`config.mk`:
```
export PLATFORM = sky130hd
export DESIGN_NAME = code_lock_ctrl_flat
export DESIGN_NICKNAME = d
export VERILOG_FILES = /design/src/rtl/code_lock_pkg.sv /design/src/rtl/code_lock_ctrl_if.sv /design/src/rtl/edge_rise_det.sv /design/src/rtl/code_lock_ctrl.sv /design/src/flat_wrapper.sv
export SDC_FILE = /design/constraint.sdc
export NUM_CORES = 1
export LEC_CHECK = 0
export ABC_CLOCK_PERIOD_IN_PS = 2100
export CAP_MARGIN = 20
export CORE_UTILIZATION = 35
export CTS_CLUSTER_SIZE = 28
export DETAILED_ROUTE_END_ITERATION = 10
export GPL_TIMING_DRIVEN = 0
export SETUP_SLACK_MARGIN = 0.5
export SYNTH_ARGS = -nofsm -noshare
export SYNTH_HDL_FRONTEND = slang
export SYNTH_SLANG_ARGS = --single-unit
```
`constraint.sdc`:
```
create_clock -name clk -period 2.1 [get_ports clk]
set_input_delay 0.315 -clock clk [delete_from_list [all_inputs] [get_ports clk]]
set_output_delay 0.315 -clock clk [all_outputs]
set_load 0.01 [all_outputs]
```
`src/rtl/code_lock_pkg.sv`:
```
// ---------------------------------------------------------------------------
// code_lock_pkg
//   Shared types and helpers for the code_lock controller slice.
//   - state_t      : entry-controller FSM states
//   - digit_t      : one keypad digit
//   - pack_digits  : flattens a digit array into a vector, first digit in the
//                    MSBs of the low len*PKG_DIGIT_W bits, higher bits zero
// ---------------------------------------------------------------------------
package code_lock_pkg;

  localparam int PKG_DIGIT_W  = 4;
  localparam int MAX_CODE_LEN = 15;
  localparam int FLAT_W       = PKG_DIGIT_W * MAX_CODE_LEN;

  typedef logic [PKG_DIGIT_W-1:0] digit_t;

  typedef enum logic [2:0] {
    IDLE    = 3'd0,
    WAIT    = 3'd1,
    CAPTURE = 3'd2,
    JUDGE   = 3'd3,
    LOCK    = 3'd4
  } state_t;

  // Entry i lands at slot (len-1-i) so the packed result lines up with a
  // code literal written first-digit-first (e.g. 24'h012345).
  function automatic logic [FLAT_W-1:0] pack_digits(input digit_t digits [MAX_CODE_LEN],
                                                     input int len);
    logic [FLAT_W-1:0] flat;
    flat = '0;
    for (int i = 0; i < MAX_CODE_LEN; i++) begin
      if (i < len) begin
        flat[(len-1-i)*PKG_DIGIT_W +: PKG_DIGIT_W] = digits[i];
      end
    end
    return flat;
  endfunction

endpackage

```
`src/rtl/code_lock_ctrl_if.sv`:
```
// ---------------------------------------------------------------------------
// code_lock_ctrl_if
//   Keypad-side inputs and display-side outputs of code_lock_ctrl.
//   master : keypad scanner / display side (drives keys, observes status)
//   slave  : the controller
//   Signals: key_sured, key_value, key_clear, code_set_req (to controller);
//            code_finish_n, success, fail_pulse, led_set_n, locked,
//            digit_cnt (from controller).
// ---------------------------------------------------------------------------
interface code_lock_ctrl_if #(
  parameter int DIGIT_W  = 4,
  parameter int CODE_LEN = 6
);
  localparam int CNT_W = $clog2(CODE_LEN + 1);

  logic               key_sured;
  logic [DIGIT_W-1:0] key_value;
  logic               key_clear;
  logic               code_set_req;
  logic               code_finish_n;
  logic               success;
  logic               fail_pulse;
  logic               led_set_n;
  logic               locked;
  logic [CNT_W-1:0]   digit_cnt;

  modport master (
    output key_sured, key_value, key_clear, code_set_req,
    input  code_finish_n, success, fail_pulse, led_set_n, locked, digit_cnt
  );

  modport slave (
    input  key_sured, key_value, key_clear, code_set_req,
    output code_finish_n, success, fail_pulse, led_set_n, locked, digit_cnt
  );

endinterface

```
`src/rtl/edge_rise_det.sv`:
```
// ---------------------------------------------------------------------------
// edge_rise_det
//   Per-bit rising-edge detector (prev=0, cur=1).
//   Ports: clk, n_rst (async active-low), din[WIDTH], rise[WIDTH].
//   An input already high when reset releases does not produce an edge: the
//   detector is disarmed for the first cycle after reset.
// ---------------------------------------------------------------------------
module edge_rise_det #(
  parameter int WIDTH = 1
) (
  input  logic             clk,
  input  logic             n_rst,
  input  logic [WIDTH-1:0] din,
  output logic [WIDTH-1:0] rise
);

  logic [WIDTH-1:0] prev_reg;
  logic             armed_reg;

  always_ff @(posedge clk or negedge n_rst) begin
    if (!n_rst) begin
      prev_reg  <= '0;
      armed_reg <= 1'b0;
    end else begin
      prev_reg  <= din;
      armed_reg <= 1'b1;
    end
  end

  generate
    for (genvar gi = 0; gi < WIDTH; gi++) begin : g_rise
      assign rise[gi] = armed_reg & din[gi] & ~prev_reg[gi];
    end
  endgenerate

endmodule

```
`src/rtl/code_lock_ctrl.sv`:
```
// ---------------------------------------------------------------------------
// code_lock_ctrl
//   Keypad code-entry controller: collects CODE_LEN digits, compares them to
//   the stored code, handles verified code change, clear, idle timeout and
//   lockout after MAX_FAIL consecutive mismatches.
//   Ports: clk, n_rst (async active-low), io (code_lock_ctrl_if.slave):
//     in : key_sured, key_value, key_clear, code_set_req
//     out: code_finish_n, success, fail_pulse, led_set_n, locked, digit_cnt
//   DIGIT_W must equal code_lock_pkg::PKG_DIGIT_W; CODE_LEN is 2..15.
// ---------------------------------------------------------------------------
module code_lock_ctrl
  import code_lock_pkg::*;
#(
  parameter int                          DIGIT_W        = PKG_DIGIT_W,
  parameter int                          CODE_LEN       = 6,
  parameter logic [DIGIT_W*CODE_LEN-1:0] DEFAULT_CODE   = 24'h012345,
  parameter int                          SAMPLE_DLY     = 3,
  parameter int                          MAX_FAIL       = 3,
  parameter int                          LOCK_CYCLES    = 50_000_000,
  parameter int                          TIMEOUT_CYCLES = 100_000_000
) (
  input logic            clk,
  input logic            n_rst,
  code_lock_ctrl_if.slave io
);

  localparam int CNT_W  = $clog2(CODE_LEN + 1);
  localparam int LOCK_W = $clog2(LOCK_CYCLES + 1);
  localparam int IDLE_W = $clog2(TIMEOUT_CYCLES + 1);

  // Edge detection: bit0 key, bit1 clear, bit2 set request
  logic [2:0] rise;
  logic       key_rise, clr_rise, set_rise;

  edge_rise_det #(.WIDTH(3)) u_edge (
    .clk   (clk),
    .n_rst (n_rst),
    .din   ({io.code_set_req, io.key_clear, io.key_sured}),
    .rise  (rise)
  );

  assign key_rise = rise[0];
  assign clr_rise = rise[1];
  assign set_rise = rise[2];

  // State
  state_t             state_reg, state_next;
  logic [2:0]         dly_cnt_reg;
  logic [CNT_W-1:0]   digit_cnt_reg;
  digit_t             buf_reg     [MAX_CODE_LEN];
  digit_t             newcode_reg [MAX_CODE_LEN];
  logic [FLAT_W-1:0]  code_reg;
  logic [3:0]         fail_cnt_reg;
  logic               verify_reg;
  logic               set_mode_reg;
  logic               success_reg;
  logic               fail_pulse_reg;
  logic [LOCK_W-1:0]  lock_cnt_reg;
  logic [IDLE_W-1:0]  idle_cnt_reg;

  // Decoded actions for this cycle
  logic clear_go, set_go, key_go, timeout_go, capture_go, judge_go, lock_done;
  logic zero_go;
  logic timeout_hit;
  logic entry_match;
  logic fail_now;
  logic [3:0] fail_cnt_judged;
  logic [FLAT_W-1:0] buf_flat, newcode_flat;

  assign buf_flat     = pack_digits(buf_reg, CODE_LEN);
  assign newcode_flat = pack_digits(newcode_reg, CODE_LEN);
  // Unused upper digits are always zero on both sides, so full width compares
  assign entry_match  = (buf_flat == code_reg);

  // In set mode no comparison is made; a verify match does not clear the
  // failure history, only a normal match does.
  assign fail_now = !set_mode_reg && !entry_match;
  always_comb begin
    fail_cnt_judged = fail_cnt_reg;
    if (fail_now) begin
      fail_cnt_judged = fail_cnt_reg + 4'd1;
    end else if (!set_mode_reg && !verify_reg) begin
      fail_cnt_judged = 4'd0;
    end
  end

  assign timeout_hit = (state_reg == IDLE) && (digit_cnt_reg != '0) &&
                       (idle_cnt_reg == IDLE_W'(TIMEOUT_CYCLES - 1));

  // FSM state register
  always_ff @(posedge clk or negedge n_rst) begin
    if (!n_rst) begin
      state_reg <= IDLE;
    end else begin
      state_reg <= state_next;
    end
  end

  // FSM next state; clear beats set request beats key, LOCK and JUDGE
  // ignore all edges.
  always_comb begin
    state_next = state_reg;
    clear_go   = 1'b0;
    set_go     = 1'b0;
    key_go     = 1'b0;
    timeout_go = 1'b0;
    capture_go = 1'b0;
    judge_go   = 1'b0;
    lock_done  = 1'b0;
    case (state_reg)
      LOCK: begin
        if (lock_cnt_reg == LOCK_W'(LOCK_CYCLES - 1)) begin
          lock_done  = 1'b1;
          state_next = IDLE;
        end
      end
      JUDGE: begin
        judge_go   = 1'b1;
        state_next = (fail_cnt_judged >= 4'(MAX_FAIL)) ? LOCK : IDLE;
      end
      default: begin
        if (clr_rise) begin
          clear_go   = 1'b1;
          state_next = IDLE;
        end else if (set_rise && !set_mode_reg) begin
          set_go     = 1'b1;
          state_next = IDLE;
        end else begin
          case (state_reg)
            IDLE: begin
              if (key_rise) begin
                key_go     = 1'b1;
                state_next = WAIT;
              end else if (timeout_hit) begin
                timeout_go = 1'b1;
              end
            end
            WAIT: begin
              if (dly_cnt_reg == 3'(SAMPLE_DLY - 1)) begin
                state_next = CAPTURE;
              end
            end
            CAPTURE: begin
              capture_go = 1'b1;
              state_next = (digit_cnt_reg == CNT_W'(CODE_LEN - 1)) ? JUDGE : IDLE;
            end
            default: state_next = IDLE;
          endcase
        end
      end
    endcase
  end

  assign zero_go = clear_go | set_go | timeout_go | judge_go;

  // Datapath and bookkeeping
  always_ff @(posedge clk or negedge n_rst) begin
    if (!n_rst) begin
      dly_cnt_reg    <= '0;
      digit_cnt_reg  <= '0;
      code_reg       <= FLAT_W'(DEFAULT_CODE);
      fail_cnt_reg   <= '0;
      verify_reg     <= 1'b0;
      set_mode_reg   <= 1'b0;
      success_reg    <= 1'b0;
      fail_pulse_reg <= 1'b0;
      lock_cnt_reg   <= '0;
      idle_cnt_reg   <= '0;
      for (int i = 0; i < MAX_CODE_LEN; i++) begin
        buf_reg[i]     <= '0;
        newcode_reg[i] <= '0;
      end
    end else begin
      fail_pulse_reg <= 1'b0;

      if (key_go) begin
        dly_cnt_reg <= '0;
      end else if (state_reg == WAIT) begin
        dly_cnt_reg <= dly_cnt_reg + 3'd1;
      end

      // Idle timer only runs on a partial entry parked in IDLE
      if ((state_reg == IDLE) && (digit_cnt_reg != '0) && !key_rise && !timeout_hit) begin
        idle_cnt_reg <= idle_cnt_reg + 1'b1;
      end else begin
        idle_cnt_reg <= '0;
      end

      if (state_reg == LOCK) begin
        lock_cnt_reg <= lock_cnt_reg + 1'b1;
      end else begin
        lock_cnt_reg <= '0;
      end

      if (zero_go) begin
        digit_cnt_reg <= '0;
      end else if (capture_go) begin
        digit_cnt_reg <= digit_cnt_reg + 1'b1;
      end

      for (int i = 0; i < CODE_LEN; i++) begin
        if (zero_go) begin
          buf_reg[i]     <= '0;
          newcode_reg[i] <= '0;
        end else if (capture_go && (digit_cnt_reg == CNT_W'(i))) begin
          if (set_mode_reg) begin
            newcode_reg[i] <= digit_t'(io.key_value);
          end else begin
            buf_reg[i] <= digit_t'(io.key_value);
          end
        end
      end

      if (capture_go) begin
        success_reg <= 1'b0;
      end

      if (set_go) begin
        verify_reg  <= 1'b1;
        success_reg <= 1'b0;
      end

      // Abandoning a new-code entry keeps the old code
      if (timeout_go && set_mode_reg) begin
        set_mode_reg <= 1'b0;
      end

      if (judge_go) begin
        fail_cnt_reg <= fail_cnt_judged;
        if (set_mode_reg) begin
          code_reg     <= newcode_flat;
          set_mode_reg <= 1'b0;
        end else if (verify_reg) begin
          verify_reg <= 1'b0;
          if (entry_match) begin
            set_mode_reg <= 1'b1;
          end else begin
            fail_pulse_reg <= 1'b1;
          end
        end else if (entry_match) begin
          success_reg <= 1'b1;
        end else begin
          fail_pulse_reg <= 1'b1;
        end
      end

      if (lock_done) begin
        fail_cnt_reg <= '0;
      end
    end
  end

  assign io.code_finish_n = (state_reg != JUDGE);
  assign io.success       = success_reg;
  assign io.fail_pulse    = fail_pulse_reg;
  assign io.led_set_n     = ~set_mode_reg;
  assign io.locked        = (state_reg == LOCK);
  assign io.digit_cnt     = digit_cnt_reg;

endmodule

```
`src/flat_wrapper.sv`:
```
// flat-port wrapper written by rule: the top's interface ports become plain ports
module code_lock_ctrl_flat import code_lock_pkg::*;
#(
  parameter int                          DIGIT_W        = PKG_DIGIT_W,
  parameter int                          CODE_LEN       = 6,
  parameter logic [DIGIT_W*CODE_LEN-1:0] DEFAULT_CODE   = 24'h012345,
  parameter int                          SAMPLE_DLY     = 3,
  parameter int                          MAX_FAIL       = 3,
  parameter int                          LOCK_CYCLES    = 50_000_000,
  parameter int                          TIMEOUT_CYCLES = 100_000_000
)
  (clk, n_rst, io_key_sured, io_key_value, io_key_clear, io_code_set_req, io_code_finish_n, io_success, io_fail_pulse, io_led_set_n, io_locked, io_digit_cnt);
  code_lock_ctrl_if #(.DIGIT_W(DIGIT_W), .CODE_LEN(CODE_LEN)) io_i ();
  input logic clk;
  input logic n_rst;
  input wire logic [$bits(io_i.key_sured)-1:0] io_key_sured;
  input wire logic [$bits(io_i.key_value)-1:0] io_key_value;
  input wire logic [$bits(io_i.key_clear)-1:0] io_key_clear;
  input wire logic [$bits(io_i.code_set_req)-1:0] io_code_set_req;
  output wire logic [$bits(io_i.code_finish_n)-1:0] io_code_finish_n;
  output wire logic [$bits(io_i.success)-1:0] io_success;
  output wire logic [$bits(io_i.fail_pulse)-1:0] io_fail_pulse;
  output wire logic [$bits(io_i.led_set_n)-1:0] io_led_set_n;
  output wire logic [$bits(io_i.locked)-1:0] io_locked;
  output wire logic [$bits(io_i.digit_cnt)-1:0] io_digit_cnt;
  assign io_i.key_sured = io_key_sured;
  assign io_i.key_value = io_key_value;
  assign io_i.key_clear = io_key_clear;
  assign io_i.code_set_req = io_code_set_req;
  assign io_code_finish_n = io_i.code_finish_n;
  assign io_success = io_i.success;
  assign io_fail_pulse = io_i.fail_pulse;
  assign io_led_set_n = io_i.led_set_n;
  assign io_locked = io_i.locked;
  assign io_digit_cnt = io_i.digit_cnt;
  code_lock_ctrl #(.DIGIT_W(DIGIT_W), .CODE_LEN(CODE_LEN), .DEFAULT_CODE(DEFAULT_CODE), .SAMPLE_DLY(SAMPLE_DLY), .MAX_FAIL(MAX_FAIL), .LOCK_CYCLES(LOCK_CYCLES), .TIMEOUT_CYCLES(TIMEOUT_CYCLES)) u_core (.clk(clk), .n_rst(n_rst), .io(io_i));
endmodule
```
# Yosys cells after proc, flatten, opt, wreduce, memory -nomap -nowiden
# Cells that the tools add are included.
[totals]
ff_bits = 146
[classes]
add_sub_neg = 5
order_cmp = 1
n_eq_ne = 18
mux = 86
n_bitwise = 13
n_reduce_logical = 47
[op_table]
columns = ["cell", "count"]
rows = [
  ["$mux 4", 30],
  ["$mux 1", 41],
  ["$mux 3", 10],
  ["$add 27x1->27 const B", 1],
  ["$eq 27x27->1 const B", 1],
  ["$mux 27", 1],
  ["$add 26x1->26 const B", 1],
  ["$eq 26x26->1 const B", 1],
  ["$mux 26", 1],
  ["$reduce_and 2->1", 13],
  ["$eq 24x24->1", 1],
  ["$reduce_bool 2->1", 10],
  ["$eq 3x2->1 const B", 5],
  ["$logic_and 1x1->1", 14],
  ["$eq 3x3->1 const B", 3],
  ["$pmux 3 s3", 1],
  ["$add 3x1->3 const B", 2],
  ["$and 1x1->1", 6],
  ["$eq 3x1->1 const B", 2],
  ["$logic_not 3->1", 2],
  ["$ne 6x3->1 const B", 1],
  ["$ne 6x4->1 const B", 1],
  ["$pmux 3 s2", 1],
  ["$logic_not 1->1", 5],
  ["11 further kinds", 16],
]

# Depth between registers and ports, before layout
[depth]
depth_word = 15
depth_mapped = 9

# Modules after synthesis
# From an unflattened synthesis, not the netlist that was laid out.
[hier_totals]
cells_unflattened = 688
hier_area_um2 = 7101.8
[by_module_without_submodules]
columns = ["mod", "instances", "cells_each", "area_per_inst_um2"]
rows = [
  ["code_lock_ctrl", 1, 680, 6971.7],
  ["edge_rise_det", 1, 8, 130.1],
]

# Least setup slack after synthesis
# OpenSTA, ideal clock, no wires.
[synth_path]
kind = "flip-flop to flip-flop"
start = "reg u_core.lock_cnt_reg[8]"
end = "reg u_core.fail_cnt_reg[1]"
setup_time_ns = 0.121
t_arrival_ns = 2.140
path_slack_ns = -0.161
path_stages_with_launch = 7
n_path_buf = 0
cell_sequence = "dfrtp_1 > or4_1 > nor4_1 > or3b_1 > o21a_1 > a311o_1 > a22o_1"
[synth_via]
elab_chain_cells = 4
word_cells_on_any_way = 5
cone_classes = "1 x eq/ne; 3 x mux; 1 x reduce/logical"
[synth_rtl]
columns = ["element", "line", "rtl"]
rows = [
  ["start, declared", "code_lock_ctrl.sv:58", "logic [LOCK_W-1:0] lock_cnt_reg;"],
  ["start signal, assigned", "code_lock_ctrl.sv:190", "lock_cnt_reg <= lock_cnt_reg + 1'b1;"],
  ["$eq 26x26->1 *", "code_lock_ctrl.sv:112", "if (lock_cnt_reg == LOCK_W'(LOCK_CYCLES - 1)) begin"],
  ["$mux 1 *", "code_lock_ctrl.sv:112", ""],
  ["$mux 1 *", "code_lock_ctrl.sv:110", "case (state_reg)"],
  ["$mux 4 / $reduce_bool 2->1 (equally long branches)", "n/a", ""],
  ["end signal, assigned", "code_lock_ctrl.sv:229", "fail_cnt_reg <= fail_cnt_judged;"],
  ["end, declared", "code_lock_ctrl.sv:53", "logic [3:0] fail_cnt_reg;"],
]
# Mark *: on every way between the ends. The rest lies on a longest branch, timed or not.
# A chain may end at the register's enable or synchronous reset.

# Final worst setup path
[layout_path]
start = "reg u_core.lock_cnt_reg[11]"
end = "reg u_core.fail_cnt_reg[1]"
# Same word-level chain as after synthesis.

==> insert_results.sql <==
INSERT INTO impl_metrics (metric_group, metric, value, unit) VALUES
('clock_network', 'clock_tree.buffer_depth', '2', ''),
('floorplan', 'core.rowCount', '50', ''),
('logic_synthesis', 'synth_xor_area_frac', '0.09406', ''),
('logic_synthesis', 'postSynthCellCount', '643', ''),
('global_route', 'grt_antenna_before_repair', '0', ''),
('layout', 'antenna_cells', '0', ''),
('timing', 'setup_repair_after_global_routing_missed_its_margin', 'true', ''),
('drt', 'drt.antenna.violating_nets', '0', ''),
('global_route', 'overflow', '0', ''),
('timing', 'finalHoldViolCount', '0', ''),
('logic_synthesis', 'yosys.area_share.simple', '0.1869', ''),
('pwr', 'power.ir.vdd_worst', '0.4983', 'mV'),
('logic_synthesis', 'postSynthAreaPerCell', '10.72', 'um2'),
('timing', 'final_setup_skew', '0.008415', 'ns'),
('drt', 'avgViaCountPerCell', '5.035', ''),
('logic_synthesis', 'synthArstFlopShare', '1.000', ''),
('setup_path', 'rr_worst_depth', '6', ''),
('timing', 'max-slew-margin-rel', '0.5443', ''),
('logic_synthesis', 'synth-edff-count', '0', ''),
('logic_synthesis', 'synthTopCellsByCount', 'sky130_fd_sc_hd__dfrtp_1, sky130_fd_sc_hd__nor2_1, sky130_fd_sc_hd__mux2i_1', ''),
('status', 'failed_checks', 'negative setup slack', ''),
('global_route', 'maximum_number_of_pins_on_one_net_before_global_route_repair', '77', ''),
('logic_synthesis', 'yosysMostFrequentCell', 'sky130_fd_sc_hd__dfrtp_1', ''),
('logic_synthesis', 'net_count_of_the_mapped_netlist', '662', ''),
('setup_path', 'setup.worst_path.end', 'u_core.fail_cnt_reg[1]', ''),
('drt', 'route.detailed.wl_per_inst', '16.98', 'um'),
('drt', 'detailedRoute.firstPassIterationCount', '5', ''),
('timing', 'final_min_period_over_clock_period', '1.121', ''),
('timing', 'setup_slack', '-0.2543', 'ns'),
('pwr', 'fin_total_pwr', '0.01029', 'W'),
('logic_synthesis', 'synth_top_cell_area_share', '0.5048', ''),
('drt', 'met2WireLength', '9091', 'um'),
('global_route', 'grt_pass1_vias', '5454', ''),
('logic_synthesis', 'synth.largest_area_cell', 'sky130_fd_sc_hd__dfrtp_1', ''),
('logic_synthesis', 'yosys.cell_types.count', '49', ''),
('drt', 'routed_wirelength', '17690', 'um'),
('setup_path', 'r2r_start', 'u_core.lock_cnt_reg[11]', ''),
('clock_network', 'tritoncts', 'yes', ''),
('clock_network', 'clk_latency', '0.43', 'ns'),
('hold_path', 'holdCritStartpoint', 'io_code_set_req', ''),
('timing', 'max_clock_freq', '0.4248', 'GHz'),
('drt', 'drc', '0', ''),
('placement', 'io_buffers', '16', ''),
('logic_synthesis', 'ys.warnings.count', '0', ''),
('timing', 'setup_violations', '25', ''),
('floorplan', 'die_y', '142.3', 'um'),
('floorplan', 'start_util', '0.3623', ''),
('hold_path', 'class_of_the_tightest_hold_or_removal_check', 'input port to flip-flop', ''),
('setup_path', 'cp_data_arrival_time', '2.67', 'ns'),
('layout', 'final_core_occ', '0.5218', ''),
('status', 'status', 'finished, violations left', ''),
('clock_network', 'cts.reportedPaths.clkPinSlew', '0.06', 'ns'),
('clock_network', 'root_buffer', 'sky130_fd_sc_hd__clkbuf_16', ''),
('logic_synthesis', 'dominantRegCellSynth', 'sky130_fd_sc_hd__dfrtp_1', ''),
('logic_synthesis', 'synth_sequential_area_ratio', '0.5315', ''),
('timing', 'tightestPinTransition', '0.6836', 'ns'),
('floorplan', 'die-area', '20250', 'um2'),
('logic_synthesis', 'muxShareOfSynthArea', '0.1135', ''),
('setup_path', 'setup.worst_path.end_class', 'flip-flop', ''),
('layout', 'largest_register_ff_count', '27', ''),
('timing', 'post-route-min-period', '2.354', 'ns'),
('clock_network', 'numClockSinks', '146', ''),
('logic_synthesis', 'syn-cell-area', '6890', 'um2'),
('setup_path', 'cp-startpoint', 'u_core.lock_cnt_reg[11]', ''),
('setup_path', 'path_class', 'flip-flop to flip-flop', ''),
('drt', 'wl_met1', '7637', 'um'),
('floorplan', 'fp.dieW', '142.3', 'um'),
('logic_synthesis', 'main_combinational_cell_family_by_area_after_synthesis', 'simple AND/OR/NAND/NOR gates', ''),
('placement', 'post-dp-hpwl', '10050', 'um'),
('drt', 'drt_iter0_markers', '287', ''),
('timing', 'slew_viol_final', '0', '');
[critical path, stage by stage, from the launching register on]
cell and delay, ns:
sky130_fd_sc_hd__dfrtp_1 0.40, sky130_fd_sc_hd__or4b_1 0.52, sky130_fd_sc_hd__nor4_1 0.21, sky130_fd_sc_hd__or3b_4 0.41
sky130_fd_sc_hd__o21a_1 0.20, sky130_fd_sc_hd__a311o_1 0.30, sky130_fd_sc_hd__a22o_1 0.18
[cell families (layout without fill, tap and decap cells)]
kind of cell    count (synthesis)  count (layout)
mux                            75              75
flops                         146             146
other cells                     1               1
buf+inv                        43             181
simple gates                  263             264
xor+xnor                       74              74
fa+ha+maj                      10              10
compound gates                 31              31
[metrics by stage]
stage	cell area (um2)	hold WS, ns	instances	setup TNS, ns	setup WS (ns)
global route	9923	0.1637	1042	-3.742	-0.3324
CTS	9395	0.1548	1014	-1.075	-0.1990
detailed placement	7642	0.3679	920	-25.09	-0.6637
floorplan	7128	0.01941	643	-1.300	-0.1256
finish	9923	0.1673	1042	-1.731	-0.2543
global placement	7614	0.4713	919	-740.90	-5.540
[layer usage]
metal  vias to the layer above  global-route usage
met3                        28             0.03365
met1                      2674              0.2188
li1                       2459                   -
met5                         -                   0
met2                        85              0.3052
met4                         0             0.07640
[cell type report]
type,instances,area [um2]
fill,1592,9095
multi-input combinational,455,3815
sequential,146,3669
timing repair buffer,105,1045
clock buffer,23,478.0
buffer,27,356.6
tap,260,325.3
clock inverter,9,151.4
inverter,16,75.07
timing repair inverter,1,8.758
[report_power, final]
| group | switching, W | internal, W |
|---|---|---|
| registers | 0.000189 | 0.00302 |
| logic | 0.00194 | 0.00191 |
| clock network | 0.00116 | 0.00208 |
| total | 0.00328 | 0.00701 |
[cell usage in the layout, fill, tap and decap left out, types with 5 or more instances in the layout]
cell                                n
sky130_fd_sc_hd__nor4_1             5
sky130_fd_sc_hd__nand3_1           23
sky130_fd_sc_hd__nand2_2            7
sky130_fd_sc_hd__clkdlybuf4s50_1    6
sky130_fd_sc_hd__buf_8             10
sky130_fd_sc_hd__and3_1             6
sky130_fd_sc_hd__or3_4              7
sky130_fd_sc_hd__nor3_4             9
sky130_fd_sc_hd__nor2_1            79
sky130_fd_sc_hd__clkbuf_8           5
sky130_fd_sc_hd__inv_1             13
sky130_fd_sc_hd__nor2_4            29
sky130_fd_sc_hd__mux2_2            24
sky130_fd_sc_hd__nand4_1           13
sky130_fd_sc_hd__nor2_2             7
sky130_fd_sc_hd__xor2_1            43
sky130_fd_sc_hd__nand2_1           28
sky130_fd_sc_hd__xnor2_1           26
sky130_fd_sc_hd__ha_1               8
sky130_fd_sc_hd__clkbuf_16         24
sky130_fd_sc_hd__dfstp_2            7
sky130_fd_sc_hd__dfrtp_2            5
sky130_fd_sc_hd__buf_4             56
sky130_fd_sc_hd__dfrtp_1          134
sky130_fd_sc_hd__nand3_4            5
sky130_fd_sc_hd__mux2i_1           47
sky130_fd_sc_hd__clkbuf_1           8
sky130_fd_sc_hd__o21ai_0            9
sky130_fd_sc_hd__nor3_1             6
sky130_fd_sc_hd__buf_6             29
[what timing repair did]
action	in CTS	in global routing
hold buffers	1	0
pin swaps	50	42
gates resized for setup	160	67
gates cloned	4	3
setup endpoints to repair	140	131
buffers inserted	57	25
hold endpoints to repair	65	0
[worst min-delay path by stage]
stage                                            to  slack, ns  cells past startpoint
after detailed placement    u_core.lock_cnt_reg[20]       0.37                      1
final                     u_core.u_edge.prev_reg[2]       0.17                      1
after CTS                 u_core.u_edge.prev_reg[2]       0.15                      1
after floorplan                  u_core.buf_flat[0]       0.02                      0
after global placement       u_core.idle_cnt_reg[0]       0.47                      1
after global routing      u_core.u_edge.prev_reg[2]       0.16                      1
(Power assumes the default switching activity.)
